<file path="config.mk">
export PLATFORM = sky130hd
export DESIGN_NAME = button_events
export DESIGN_NICKNAME = d
export VERILOG_FILES = /design/src/rtl/button_events_pkg.sv /design/src/rtl/button_events.sv
export SDC_FILE = /design/constraint.sdc
export NUM_CORES = 1
export LEC_CHECK = 0
export CORE_UTILIZATION = 35
export DETAILED_ROUTE_END_ITERATION = 10
export DONT_BUFFER_PORTS = 1
export REMOVE_ABC_BUFFERS = 1
export SETUP_SLACK_MARGIN = 0.3
export SLEW_MARGIN = 15
export SYNTH_ARGS = -nofsm -noshare
export SYNTH_HDL_FRONTEND = slang
export SYNTH_SLANG_ARGS = --single-unit
export TNS_END_PERCENT = 30
</file>
<file path="constraint.sdc">
create_clock -name CLK -period 2.23 [get_ports CLK]
set_clock_uncertainty 0.05 [all_clocks]
set_input_delay 0.3345 -clock CLK [delete_from_list [all_inputs] [get_ports CLK]]
set_output_delay 0.3345 -clock CLK [all_outputs]
set_load 0.1 [all_outputs]
</file>
<file path="src/rtl/button_events_pkg.sv">
// button_events_pkg: shared FSM state encoding for the button event block.
// Front-panel consumers and benches import this so every place decodes state alike.
package button_events_pkg;

   // 2-bit state encoding; LOCKOUT is the reset state.
   typedef enum logic [1:0] {
      ST_LOCKOUT = 2'd0,
      ST_IDLE    = 2'd1,
      ST_PRESS   = 2'd2,
      ST_HOLD    = 2'd3
   } state_t;

   localparam int DEF_CNT_W         = 16;
   localparam int DEF_LONG_CYCLES   = 50000;
   localparam int DEF_REPEAT_CYCLES = 10000;

endpackage

</file>
<file path="src/rtl/button_events.sv">
// button_events: turns a debounced button level into registered 1-cycle events.
// Ports: CLK, RESET_n (async, active low), btn_state (1 = pressed) in;
//        held (level), press, release_evt, click, long_press, repeat_evt (pulses) out.
module button_events
   import button_events_pkg::*;
#(
   parameter int CNT_W         = DEF_CNT_W,
   parameter int LONG_CYCLES   = DEF_LONG_CYCLES,
   parameter int REPEAT_CYCLES = DEF_REPEAT_CYCLES
) (
   input  logic CLK,
   input  logic RESET_n,
   input  logic btn_state,
   output logic held,
   output logic press,
   output logic release_evt,
   output logic click,
   output logic long_press,
   output logic repeat_evt
);

   // Terminal counts as CNT_W-bit constants so compares never widen.
   localparam logic [CNT_W-1:0] LONG_TERM = CNT_W'(LONG_CYCLES - 1);
   localparam logic [CNT_W-1:0] REP_TERM  =
      (REPEAT_CYCLES == 0) ? '0 : CNT_W'(REPEAT_CYCLES - 1);
   localparam logic             REP_EN    = (REPEAT_CYCLES != 0);

   state_t           state;
   logic [CNT_W-1:0] cnt;
   logic [CNT_W-1:0] cnt_inc;

   // Saturating increment: with repeat disabled the hold count parks at all-ones.
   assign cnt_inc = (cnt == {CNT_W{1'b1}}) ? cnt : cnt + 1'b1;

   always_ff @(posedge CLK or negedge RESET_n) begin
      if (!RESET_n) begin
         state       <= ST_LOCKOUT;
         cnt         <= '0;
         held        <= 1'b0;
         press       <= 1'b0;
         release_evt <= 1'b0;
         click       <= 1'b0;
         long_press  <= 1'b0;
         repeat_evt  <= 1'b0;
      end else begin
         press       <= 1'b0;
         release_evt <= 1'b0;
         click       <= 1'b0;
         long_press  <= 1'b0;
         repeat_evt  <= 1'b0;
         case (state)
            // A button held through reset must be let go before it can press.
            ST_LOCKOUT: begin
               held <= 1'b0;
               cnt  <= '0;
               if (!btn_state) state <= ST_IDLE;
            end
            ST_IDLE: begin
               held <= 1'b0;
               cnt  <= '0;
               if (btn_state) begin
                  state <= ST_PRESS;
                  press <= 1'b1;
                  held  <= 1'b1;
               end
            end
            // Release is checked first so it wins over a terminal count.
            ST_PRESS: begin
               if (!btn_state) begin
                  state       <= ST_IDLE;
                  release_evt <= 1'b1;
                  click       <= 1'b1;
                  held        <= 1'b0;
                  cnt         <= '0;
               end else if (cnt == LONG_TERM) begin
                  state      <= ST_HOLD;
                  long_press <= 1'b1;
                  cnt        <= '0;
               end else begin
                  cnt <= cnt_inc;
               end
            end
            ST_HOLD: begin
               if (!btn_state) begin
                  state       <= ST_IDLE;
                  release_evt <= 1'b1;
                  held        <= 1'b0;
                  cnt         <= '0;
               end else if (REP_EN && (cnt == REP_TERM)) begin
                  repeat_evt <= 1'b1;
                  cnt        <= '0;
               end else begin
                  cnt <= cnt_inc;
               end
            end
            default: begin
               state <= ST_LOCKOUT;
               held  <= 1'b0;
               cnt   <= '0;
            end
         endcase
      end
   end

endmodule

</file>
# ---- Word-level counts from Yosys, hierarchy flattened
# Cells that the tools add are included.
# W data, S select, Z words.
dict set report totals {
  out_inout_bits 6
  reg_bits 24
  inputBits 3
  word_cells 48
}
dict set report op_classes {
  n_addsub 1
  n_mux 24
  eq_ne 10
  n_reduce_logical 5
}
# cell count
set ops {}
lappend ops {{$mux W16} 5}
lappend ops {{$pmux W16 S3} 1}
lappend ops {{$eq A16 B16 Y1 const B} 2}
lappend ops {{$add A16 B1 Y16 const B} 1}
lappend ops {{$eq A16 B14 Y1 const B} 1}
lappend ops {{$mux W1} 12}
lappend ops {{$mux W2} 4}
lappend ops {{$ne A2 B2 Y1 const B} 3}
lappend ops {{$pmux W2 S3} 1}
lappend ops {{$reduce_or A2 Y1} 3}
lappend ops {{$eq A2 B2 Y1 const B} 2}
lappend ops {{$ne A3 B3 Y1 const B} 1}
lappend ops {{$pmux W1 S3} 1}
lappend ops {{$reduce_and A3 Y1} 1}
lappend ops {{$eq A2 B1 Y1 const B} 1}
lappend ops {{$logic_not A2 Y1} 1}

# ---- Longest topological paths before layout
# Gate-level depths: netlist of the first run.
dict set report depth {
  ltp_word 5
  mapped_depth 7
  ltp_nobuf 6
}

# ---- Worst setup path before layout of the first run
# Ideal clock, no wire load.
dict set report synth_timing {
  kind {register to register}
  startpoint {reg cnt[0]}
  endpoint {reg cnt[10]}
  path_slack_ns 0.444
  required_time_ns 2.050
  setup_time_ns 0.130
  arrival_ns 1.606
  path_stages_with_launch 8
  synth_period_minus_slack_ns 1.786
  n_path_buf 1
  cell_sequence {dfrtp_1 > ha_1 > and3_4 > and4_4 > nand4_4 > a31oi_4 > buf_6 > a211oi_1}
}
dict set report synth_between {
  elab_chain_len 5
  elab_cells_between_ends 10
  cone_classes {1 x add/sub; 3 x eq/ne; 6 x mux}
}
# item line_no
set synth_lines {}
lappend synth_lines {{start, declared} button_events.sv:29} ;# logic [CNT_W-1:0] cnt;
lappend synth_lines {{start signal, assigned} button_events.sv:80} ;# cnt <= cnt_inc;
lappend synth_lines {{start signal, assigned} button_events.sv:93} ;# cnt <= cnt_inc;
lappend synth_lines {{$add A16 B1 Y16 or $eq A16 B16 Y1 (tied branches)} button_events.sv:33} ;# assign cnt_inc = (cnt == {CNT_W{1'b1}}) ? cnt : cnt + 1'b1;
lappend synth_lines {{$mux W16} button_events.sv:33}
lappend synth_lines {{$mux W16, on equally long branches} {button_events.sv:89, button_events.sv:75}}
lappend synth_lines {{$mux W16, on equally long branches} {button_events.sv:84, button_events.sv:69}}
lappend synth_lines {{$pmux W16 S3 (*)} button_events.sv:51} ;# case (state)
# Every way passes the cells marked *; elsewhere a longest branch is shown, timed or not.
# A chain may end at the register's enable or synchronous reset.

# ---- Final worst setup path of the first run
dict set report layout_timing {
  startpoint {reg cnt[0]}
  endpoint {reg cnt[15]}
}
# Same word-level chain as after synthesis.

==> impl_metrics.env, run 1 <==
export IMPL_status="finished, final reports clean"
export IMPL_p_switching_mw=0.502
export IMPL_cp_slowest_cell="dfrtp_1"
export IMPL_core_area_sq_um=3470
export IMPL_p_comb_share_pct=36.4
export IMPL_leakage_nw=0.630
export IMPL_grt_use_met2_pct=27.2
export IMPL_synth_enable_flop_cells=0
export IMPL_io_pins=9
export IMPL_htreeDepth=1
export IMPL_finalHoldViolCount=0
export IMPL_finalMaxSlewViolations=0
export IMPL_crit_chain="ha_1 -> and3_4 -> and4_4 -> a21oi_1 -> a31oi_4 -> buf_12 -> nor3_1"
export IMPL_worst_pin_slew_ns=0.528
export IMPL_tritoncts="yes"
export IMPL_p_int_mw=0.787
export IMPL_clockPowerShare_pct=23.1
export IMPL_peakVddDrop_mv=0.564
export IMPL_crit_type="reg -> reg"
export IMPL_wl_per_cell_um=14.6
export IMPL_path_clk_slew_ns=0.09
export IMPL_grt_busiest_layer="met2"
export IMPL_clockRootBuffer="clkbuf_8"
export IMPL_met3_usage_pct=3.62
export IMPL_setup_worst_path_end_class="register"
export IMPL_synth_common_cells="dfrtp_1 (24), nor2_1 (20), nor3_1 (12)"
export IMPL_place_congestion=0.814
export IMPL_area_growth_synth_to_final_pct=15.7
export IMPL_drt_wl_total_mm=2.84
export IMPL_period_minus_slack_ns=1.84
export IMPL_fp_dieH_um=63.2
export IMPL_crit_buf_inv=1
export IMPL_crit_family="simple AND/OR/NAND/NOR gates"
export IMPL_slowest_delay_ns=0.42
export IMPL_cp_max_fo=16
export IMPL_grt_antenna_before_repair=0
export IMPL_fin_crit_sh_pct=82.5
export IMPL_core_rowCount=21
export IMPL_p_total_mw=1.29
export IMPL_drc=0
export IMPL_syn_inst=136
export IMPL_netlist_area_sq_um=1310
export IMPL_final_core_util_pct=43.7
export IMPL_drv_cap=0
export IMPL_hpwl_mm=1.99
export IMPL_synth_top_cells_by_area="dfrtp_1 (46%), nor2_1 (5.7%), xnor2_1 (4.7%)"
export IMPL_rsz0062_at_grt="yes"
export IMPL_place_ws_ns=0.211
export IMPL_critPathLaunchType="register"
export IMPL_grt_usage_pct=15.4
export IMPL_synth_flop_cell="dfrtp_1"
export IMPL_io_buffers=0
export IMPL_async_reset_ff_share_pct=100
export IMPL_cts_resized=0
export IMPL_fmax_mhz=543
export IMPL_clk_path_buf_depth=2
export IMPL_swShare_pct=38.9
export IMPL_cts_sinks=24
export IMPL_cellPowerDensity_nw_per_um2=851
export IMPL_grt_pass1_wl_mm=4.83
export IMPL_via_per_inst=5.52
export IMPL_ys_types=33
export IMPL_nNetsFinal=156
export IMPL_critPathRequiredTime_ns=2.36
export IMPL_start_util_pct=37.8
export IMPL_dieArea_sq_um=3990
export IMPL_drive_above_1_share_pct=16.2
export IMPL_fin_ws_ns=0.390
export IMPL_clk_latency_ns=0.27
export IMPL_grt_pass1_vias=1050
export IMPL_ant_nets=0
export IMPL_yosys_warnings=0
export IMPL_initialDrtViolationCount=62
export IMPL_die_w_um=63.2
export IMPL_setup_violations=0
export IMPL_synth_most_common_cell="dfrtp_1"
export IMPL_overflow=0
export IMPL_diodes=0
export IMPL_vias=1070
export IMPL_yosys_area_top_type="dfrtp_1"
export IMPL_grt_max_degree=25
export IMPL_max_slew_margin_pct=64.7
export IMPL_dr_pass1_iters=5
export IMPL_cp_arrival_ns=1.97
export IMPL_tns_ns=0
export IMPL_ys_ff_latch=24
export IMPL_syn_area_per_cell_sq_um=9.63
export IMPL_holdCritPathClass="in -> reg"
export IMPL_ys_seq_area_share_pct=45.8
export IMPL_p_seq_share_pct=40.5
export IMPL_met1_usage_pct=19.0
export IMPL_yosysTopAreaCellShare_pct=45.8
export IMPL_cts_buffers=3
cell families (layout without fill, tap and decap cells):
| kind of cell | count (synthesis) | in the layout | synth area share [%] |
|---|---|---|---|
| and+or+nand+nor | 72 | 72 | 31.2 |
| xor gates and xnor gates | 8 | 8 | 5.35 |
| adders and majority gates | 4 | 4 | 3.82 |
| DFF | 24 | 24 | 45.8 |
| buffers and inverters | 9 | 21 | 3.34 |
| AOI/OAI and AO/OA | 19 | 19 | 10.4 |
cell type report:
cell class	count	area, sq um
clock buffer	4	55.1
fill	366	1950
inverter	5	18.8
multi-input combinational	103	666
sequential	24	601
tap	46	57.6
timing repair buffer	12	118
flip-flops by register name, summed over array words and instances, names as in the netlist:
name         count
repeat_evt       1
release_evt      1
held             1
click            1
cnt             16
press            1
state            2
long_press       1
power by group through the flow:
stage,logic (mW),registers (mW),clock network (mW)
final,0.470,0.522,0.298
after CTS,0.473,0.520,0.310
after global routing,0.508,0.528,0.325
after global placement,0.410,0.526,0
after floorplan,0.186,0.669,0
after detailed placement,0.424,0.529,0
cell usage in the layout, fill, tap and decap left out:
cell,n
inv_1,5
a21boi_0,1
ha_1,4
a31oi_4,1
nor2_1,20
xor2_1,1
dfrtp_1,24
buf_12,2
nor4_4,1
and2_1,2
nor4b_1,2
and4_2,1
nand4_1,5
and4_4,1
a31oi_1,1
nand4_4,1
and3_4,1
a221oi_1,1
a41o_2,1
buf_4,9
nand2_1,11
nor4_1,3
a211oi_1,3
nor3_1,12
a311oi_1,1
nor3b_1,2
clkbuf_8,4
nand3_1,6
a21oi_1,7
and4_1,2
o21ai_0,3
and3_2,2
xnor2_1,7
dlygate4sd3_1,1
path summary, 6_finish.rpt:
kind / to / cells past startpoint / startpoint / slack, ns
min in group asynchronous: cnt[8] / 2 / RESET_n / 0.46
hold / removal: release_evt / 1 / btn_state / 0.08
setup / recovery: cnt[15] / 7 / cnt[0] / 0.39
hold reg to reg: cnt[1] / 2 / cnt[1] / 0.54
max in group asynchronous: cnt[3] / 2 / RESET_n / 1.53
setup reg to reg: cnt[15] / 7 / cnt[0] / 0.39
layer usage:
metal  up-vias  routed length (um)  part of all wire [%]
li1        517                   -                     -
met1       536                1270                    45
met2        15                1450                    51
met3         2                 101                   3.6
met4         0                  15                  0.53
met5         -                   0                     0
metrics by stage:
stage | area, sq um | instances | hold slack [ns]
floorplan | 1280 | 132 | -0.0111
global placement | 1400 | 185 | -0.0105
detailed placement | 1400 | 185 | -0.0105
CTS | 1500 | 192 | 0.0709
global route | 1520 | 194 | 0.0652
finish | 1520 | 194 | 0.0774
what timing repair did:
item | 4_1_cts | 5_1_grt
pin swaps | 1 | 1
buffers inserted | 1 | 2
endpoints found under the hold margin | 24 | 0
setup endpoints to repair | 16 | 8
hold buffers | 2 | 0
Note: power is estimated with default switching activity, not from simulation.
==> run 2, diff against run 1 <==
clock period = 1.6 ns   (was 2.23 ns; I/O delays follow)
==> impl_metrics.env, run 2 (same netlist as run 1, synthesis figures left out) <==
export IMPL_status="finished with violations"
export IMPL_violations="setup timing"
export IMPL_clockRootBuffer="clkbuf_8"
export IMPL_io_pins=9
export IMPL_clk_latency_ns=0.28
export IMPL_dr_pass1_iters=4
export IMPL_place_ws_ns=-0.177
export IMPL_largest_register="cnt"
export IMPL_peakVddDrop_mv=0.730
export IMPL_core_area_sq_um=3470
export IMPL_grt_usage_pct=15.6
export IMPL_overflow=0
export IMPL_die_w_um=63.2
export IMPL_tritoncts="yes"
export IMPL_ant_nets=0
export IMPL_io_buffers=0
export IMPL_cts_buffers=3
export IMPL_worst_pin_slew_ns=0.426
export IMPL_drive_above_1_share_pct=42.1
export IMPL_dieArea_sq_um=3990
export IMPL_top_regs="cnt x16, state x2"
export IMPL_fp_dieH_um=63.2
export IMPL_path_clk_slew_ns=0.08
export IMPL_period_minus_slack_ns=1.73
export IMPL_grt_pass1_wl_mm=4.84
export IMPL_fin_crit_sh_pct=108
export IMPL_crit_type="reg -> reg"
export IMPL_diodes=0
export IMPL_critPathLaunchType="register"
export IMPL_vias=1159
export IMPL_grt_pass1_vias=1058
export IMPL_area_growth_synth_to_final_pct=41.3
export IMPL_leakage_nw=0.753
export IMPL_tns_ns=-1.84
export IMPL_holdCritPathClass="in -> reg"
export IMPL_grt_max_degree=25
export IMPL_layout_common_cells="buf_4 (29), dfrtp_1 (21), nor2_1 (17)"
export IMPL_grt_antenna_before_repair=0
export IMPL_final_common_cell="buf_4"
export IMPL_fmax_mhz=578
export IMPL_nNetsFinal=179
export IMPL_via_per_inst=5.34
export IMPL_setup_violations=17
export IMPL_setup_worst_path_end_class="register"
export IMPL_rsz0062_at_grt="yes"
export IMPL_fillers=320
export IMPL_core_rowCount=21
export IMPL_drv_cap=0
export IMPL_design_area_sq_um=1850
export IMPL_finalMaxSlewViolations=0
export IMPL_htreeDepth=1
export IMPL_cp_max_fo=8
export IMPL_p_total_mw=2.04
export IMPL_largest_reg_flops=16
export IMPL_max_slew_margin_pct=71.4
export IMPL_cp_arrival_ns=1.84
export IMPL_cellPowerDensity_nw_per_um2=1100
export IMPL_clk_path_buf_depth=2
export IMPL_start_util_pct=37.8
export IMPL_cts_sinks=24
export IMPL_drc=0
export IMPL_drt_wl_total_mm=3.25
export IMPL_finalHoldViolCount=0
export IMPL_placed_cell_area_sq_um=1590
export IMPL_critPathRequiredTime_ns=1.71
export IMPL_place_congestion=0.858
export IMPL_wl_per_cell_um=15.0
export IMPL_r2r_slack_ns=-0.13
export IMPL_hpwl_mm=2.18
export IMPL_initialDrtViolationCount=39
export IMPL_fin_ws_ns=-0.131
export IMPL_post_cts_buffers=0
run 2: cell type report:
type                            instances  area, sq um  area share, %
Inverter                                5         18.8           1.01
Multi-Input combinational cell        103          801           43.3
Timing Repair Buffer                   35          314           17.0
Tap cell                               46         57.6           3.11
Clock buffer                            4         55.1           2.97
Sequential cell                        24          604           32.7
run 2: timing repair:
| item | in CTS | in global routing |
|---|---|---|
| resized for setup | 3 | 31 |
| setup endpoints to repair | 21 | 21 |
| gates cloned | 0 | 1 |
| hold buffers | 3 | 0 |
| pin swaps | 0 | 8 |
| endpoints found under the hold margin | 26 | 0 |
run 2: final timing paths:
| path | start | cells after the start | to |
|---|---|---|---|
| max | cnt[1] | 7 | cnt[0] |
| min | btn_state | 2 | long_press |
| max reg2reg | cnt[1] | 7 | cnt[0] |
| min reg2reg | cnt[12] | 2 | cnt[12] |
| max in group asynchronous | RESET_n | 2 | cnt[13] |
| min in group asynchronous | RESET_n | 2 | cnt[11] |
run 2: where the power goes:
group / switching (mW) / total (mW) / internal (mW)
registers: 0.0618 / 0.737 / 0.675
logic: 0.545 / 0.885 / 0.340
clock network: 0.201 / 0.422 / 0.220
total: 0.809 / 2.04 / 1.23
run 2: metal layers:
metal / routed length (um) / GRT usage [%] / up-vias
li1: - / - / 561
met1: 1370 / 19.4 / 573
met2: 1730 / 25.9 / 20
met3: 122 / 3.26 / 5
met4: 38 / 6.82 / 0
met5: 0 / 0 / -
run 2: per-stage QoR:
step / hold WS (ns) / instances / util [%]
finish: 0.0262 / 217 / 53.4
global placement: -0.105 / 209 / 45.8
global route: 0.0247 / 217 / 53.4
CTS: 0.0169 / 216 / 48.8
floorplan: -0.106 / 132 / -
detailed placement: -0.105 / 209 / 45.8
run 2: critical path, stage by stage (launching register included):
cell	delay (ns)
dfrtp_1	0.41
ha_4	0.17
and3_4	0.19
and4_4	0.25
nand4_4	0.10
a31oi_4	0.22
clkbuf_16	0.20
nor2_2	0.04
